[src/rtl/bus_arbiter_decoder_pkg.sv]
// Shared constants for the bus arbiter/decoder: region codes, one-hot
// slave selects and arbiter state encoding.
package bus_arbiter_decoder_pkg;

    localparam logic [2:0] REG_S0 = 3'd0;
    localparam logic [2:0] REG_S1 = 3'd1;
    localparam logic [2:0] REG_S2 = 3'd2;
    localparam logic [2:0] REG_S3 = 3'd3;
    localparam logic [2:0] REG_S4 = 3'd4;

    localparam logic [4:0] SEL_S0   = 5'b10000;
    localparam logic [4:0] SEL_S1   = 5'b01000;
    localparam logic [4:0] SEL_S2   = 5'b00100;
    localparam logic [4:0] SEL_S3   = 5'b00010;
    localparam logic [4:0] SEL_S4   = 5'b00001;
    localparam logic [4:0] SEL_NONE = 5'b00000;

    typedef enum logic {
        GNT_M0 = 1'b0,
        GNT_M1 = 1'b1
    } arb_state_t;

endpackage

[src/rtl/bus_arbiter_decoder_addr_decoder.sv]
// Region field to one-hot slave select; regions 5..7 are unmapped.
module addr_decoder
    import bus_arbiter_decoder_pkg::*;
(
    input  logic [2:0] region,
    output logic [4:0] sel,
    output logic       unmapped
);

    always_comb begin
        sel      = SEL_NONE;
        unmapped = 1'b0;
        case (region)
            REG_S0:  sel = SEL_S0;
            REG_S1:  sel = SEL_S1;
            REG_S2:  sel = SEL_S2;
            REG_S3:  sel = SEL_S3;
            REG_S4:  sel = SEL_S4;
            default: unmapped = 1'b1;
        endcase
    end

endmodule

[src/rtl/bus_arbiter_decoder.sv]
// Two-master bus front end: parking arbiter (M0 default, no preemption),
// address decode, and registered read select / unmapped-address pulse.
module bus_arbiter_decoder
    import bus_arbiter_decoder_pkg::*;
#(
    parameter int ADDR_W    = 8,
    parameter int NUM_SLAVE = 5
) (
    input  logic                 clk,
    input  logic                 reset,
    input  logic                 m0_req,
    input  logic                 m0_wr,
    input  logic [ADDR_W-1:0]    m0_addr,
    input  logic                 m1_req,
    input  logic                 m1_wr,
    input  logic [ADDR_W-1:0]    m1_addr,
    output logic                 m0_grant,
    output logic                 m1_grant,
    output logic [ADDR_W-1:0]    s_addr,
    output logic                 s_wr,
    output logic [NUM_SLAVE-1:0] s_sel,
    output logic [NUM_SLAVE-1:0] rd_sel,
    output logic                 addr_err
);

    arb_state_t           state;
    logic                 act_req;
    logic                 act_wr;
    logic [NUM_SLAVE-1:0] dec_sel;
    logic                 unmapped;

    always_comb begin
        if (state == GNT_M1) begin
            s_addr  = m1_addr;
            act_req = m1_req;
            act_wr  = m1_wr;
        end else begin
            s_addr  = m0_addr;
            act_req = m0_req;
            act_wr  = m0_wr;
        end
        s_wr  = act_wr & act_req;
        s_sel = act_req ? dec_sel : SEL_NONE;
    end

    addr_decoder u_addr_decoder (
        .region   (s_addr[ADDR_W-1:ADDR_W-3]),
        .sel      (dec_sel),
        .unmapped (unmapped)
    );

    always_ff @(posedge clk or posedge reset) begin
        if (reset) begin
            state    <= GNT_M0;
            m0_grant <= 1'b1;
            m1_grant <= 1'b0;
            rd_sel   <= SEL_NONE;
            addr_err <= 1'b0;
        end else begin
            // Grants are registered alongside the state so they never glitch.
            case (state)
                GNT_M0: if (!m0_req && m1_req) begin
                    state    <= GNT_M1;
                    m0_grant <= 1'b0;
                    m1_grant <= 1'b1;
                end
                GNT_M1: if (!m1_req) begin
                    state    <= GNT_M0;
                    m0_grant <= 1'b1;
                    m1_grant <= 1'b0;
                end
                default: begin
                    state    <= GNT_M0;
                    m0_grant <= 1'b1;
                    m1_grant <= 1'b0;
                end
            endcase
            rd_sel   <= (act_req && !act_wr) ? s_sel : SEL_NONE;
            addr_err <= act_req & unmapped;
        end
    end

endmodule
[config.mk]
export PLATFORM = sky130hd
export DESIGN_NAME = bus_arbiter_decoder
export DESIGN_NICKNAME = d
export VERILOG_FILES = /design/src/rtl/bus_arbiter_decoder_pkg.sv /design/src/rtl/bus_arbiter_decoder_addr_decoder.sv /design/src/rtl/bus_arbiter_decoder.sv
export SDC_FILE = /design/constraint.sdc
export NUM_CORES = 1
export LEC_CHECK = 0
export ABC_AREA = 1
export CORE_AREA = 3 3 46 48
export CTS_CLUSTER_DIAMETER = 80
export DETAILED_ROUTE_END_ITERATION = 10
export DIE_AREA = 0 0 49 51
export GPL_ROUTABILITY_DRIVEN = 0
export PLACE_DENSITY_LB_ADDON = 0.3
export SYNTH_ARGS = -nofsm -noshare
export SYNTH_HDL_FRONTEND = slang
export SYNTH_SLANG_ARGS = --single-unit
[constraint.sdc]
create_clock -name clk -period 3.5 [get_ports clk]
set_clock_uncertainty 0.15 [all_clocks]
set_input_delay 0.7 -clock clk [delete_from_list [all_inputs] [get_ports clk]]
set_output_delay 0.7 -clock clk [all_outputs]
set_load 0.01 [all_outputs]
==> results.md, run 1 <==
- Status: finished, final reports clean
- Core area: 1750 µm²
- Slew margin rel.: between 70% and 80%
- CP required: 2.65 ns
- Power Density: ~290 nW/µm²
- Sequential-to-total area share from yosys stat: between 30 and 40%
- Crit path capture type: output port
- Final setup viols: 0
- RSZ-0062 raised after global routing: false
- Clk pin slew, worst setup/hold paths: about 0.05 ns
- Post-Syn Instances: 90
- Tcrit/Tclk final: about 89%
- Root Driver: clkbuf_4
- H-tree depth: 1
- Initial antenna violation count: 0
- Synthesized Nets: between 100 and 150
- Worst reg-to-reg setup slack: between 1.5 and 2 ns
- IO Port Bufs: 43
- WL per Instance: 8.90 µm
- Place WS: approximately 0.37 ns
- VDD IR-drop max: around 0.13 mV
- Hold crit path type: register to register
- Die Span X: slightly below 50 µm
- DP HPWL: roughly 1300 µm
- Crit start category: input pin
- Distinct cells, synth: 16
- Fin nets: 158
- CP Max Fanout: 4
- Fmax achieved: about 320 MHz
- Syn_area_per_cell: approximately 6.9 µm²
- Final WS setup: between 0.3 and 0.4 ns
- Area growth from synthesis to layout: 75.9%
- Remaining DRCs: 0
- Hold Fails Final Rpt: 0
- Post-CTS Setup Repair Bufs: 0
- CTS tree: yes
- First-pass GRT wire length: between 2000 and 3000 µm
- Post-Layout Inst Area: 1090 µm²
- Max Slew Vio Count: 0
- Post-Syn Area: roughly 620 µm²
- Slowest stage delay, CP: 0.54 ns
- DR iter-0 viols: 4
- Initial Util: 35.4%
- GRT overflow: 0
- Final TNS setup: 0 ns
- Dpl cell area: around 1100 µm²
- DRT antenna net count: 0
- Slowest cell on crit path: clkdlybuf4s50_1
- Post-CTS Hold Buffers: 0
- Die area: 2500 µm²
- Leakage power: roughly 0.00056 µW
- CTS sink count: 9
- Boundary Pins: 44
- Number of diodes: 0
- Post-cts resize count: 0
- Fraction of layout cells with a size suffix above 1: 17.0%
- Kind of critical path: input pin to output port
- Die height: between 50 and 60 µm
- Via count: ~670
- DR pass1 iterations: 2
- Yosys reg bits: 9
- Tot GR Track Use: 12.9%
- Worst-case clock buffer depth: 2
- Crit path DAT: about 2.3 ns
- Pwr Total: around 320 µW
- Rows: 15
- Vias per cell: 4.16
- Num CTS Buffers: 3
- Largest net degree at the start of global routing: 15
- Worst slew pin tran: 0.433 ns
- Vias in the first global route: between 600 and 700
- Maximum Capacitance Violations: 0
- Synth Warn #: 0
- Period minus WS final: 3.11 ns
- Final WL: 1420 µm
- Worst-Skew Late Latency: between 0.2 and 0.25 ns
- Crit path cell chain: clkdlybuf4s50_1, inv_1, nand2_1, nand2_2, nor2_4, nand2_1, inv_1, clkdlybuf4s50_1
-- cells in the final DEF, fill, tap and decap left out --
master           instances
o21a_1                   1
o21ai_4                  1
dfstp_2                  1
nand2_2                 12
nor2_4                   3
clkdlybuf4s50_1         43
inv_1                   15
dfrtp_1                  8
nor2_1                  10
inv_2                    2
nand2_1                 31
a21oi_1                  1
or2_1                    1
nor2_2                   1
clkbuf_1                 1
o21ai_0                  1
clkbuf_4                 3
-- area by class of cell --
| type | count | area, µm² |
|---|---|---|
| clock buffers | 4 | 26.3 |
| fillers | 165 | 658 |
| inverters | 17 | 63.8 |
| multi-input cells | 62 | 309 |
| flip-flops and latches | 9 | 226 |
| well taps | 25 | 31.3 |
| repair buffers | 43 | 430 |
-- flip-flops by register name (all words and copies together), names as in the netlist --
name      count
state         1
rd_sel        5
m0_grant      1
addr_err      1
m1_grant      1
-- cell families after synthesis --
logic type / after synthesis / share of synthesized area, %
flops: 9 / 36.6
compound gates: 4 / 5.47
simple gates: 58 / 44.5
buf+inv: 19 / 13.4
-- Yosys cell counts --
| cell | instances | area share, % |
|---|---|---|
| o21ai_0 | 1 | 0.81 |
| nor2_2 | 1 | 1.0 |
| buf_4 | 1 | 1.2 |
| nand2_2 | 12 | 12 |
| nand2_1 | 31 | 19 |
| nor2_1 | 10 | 6.1 |
| a21oi_1 | 1 | 0.81 |
| or2_1 | 1 | 1.0 |
| buf_6 | 1 | 1.8 |
| inv_1 | 15 | 9.1 |
| inv_2 | 2 | 1.2 |
| dfrtp_1 | 8 | 32 |
| o21a_1 | 1 | 1.2 |
| o21ai_4 | 1 | 2.6 |
| nor2_4 | 3 | 5.5 |
| dfstp_2 | 1 | 4.3 |
-- report_power, final --
| group | internal [µW] | switching, µW | leakage (µW) |
|---|---|---|---|
| sequential | 112 | 5.84 | 0.000117 |
| clock | 43.5 | 29.5 | 0.0000150 |
| combinational | 70.3 | 56.5 | 0.000424 |
-- layer usage --
metal | part of all wire (%) | track usage, %
met5 | 0 | 0
met4 | 2.9 | 7.58
met3 | 9.3 | 2.92
met2 | 47 | 24.2
met1 | 40 | 13.2
-- path summary, 6_finish.rpt --
check / start / endpoint / cells after the start
max: m1_req / s_sel[1] / 8
min: m0_grant / m0_grant / 2
max reg2reg: state / rd_sel[1] / 6
min reg2reg: m0_grant / m0_grant / 2
max in group asynchronous: reset / m0_grant / 2
min in group asynchronous: reset / rd_sel[3] / 2
-- stage by stage --
stage	instances	hold WS, ns	util (%)
finish	160	0.356	62.3
global route	160	0.393	62.3
CTS	160	0.362	62.3
floorplan	90	0.330	-
detailed placement	156	0.322	60.8
global placement	156	0.323	60.8
-- critical path, delay by kind of cell --
| kind | cells | cell delay (ns) |
|---|---|---|
| buffers and inverters | 4 | 1.11 |
| AND/OR/NAND/NOR | 4 | 0.45 |
No activity file was read; power rests on OpenSTA's default activity.
==> inputs of run 2 (changes only) <==
- SETUP_SLACK_MARGIN: default -> 0.1
==> results of run 2 <==
Final layout, timing and power as in run 1 (identical DEF).
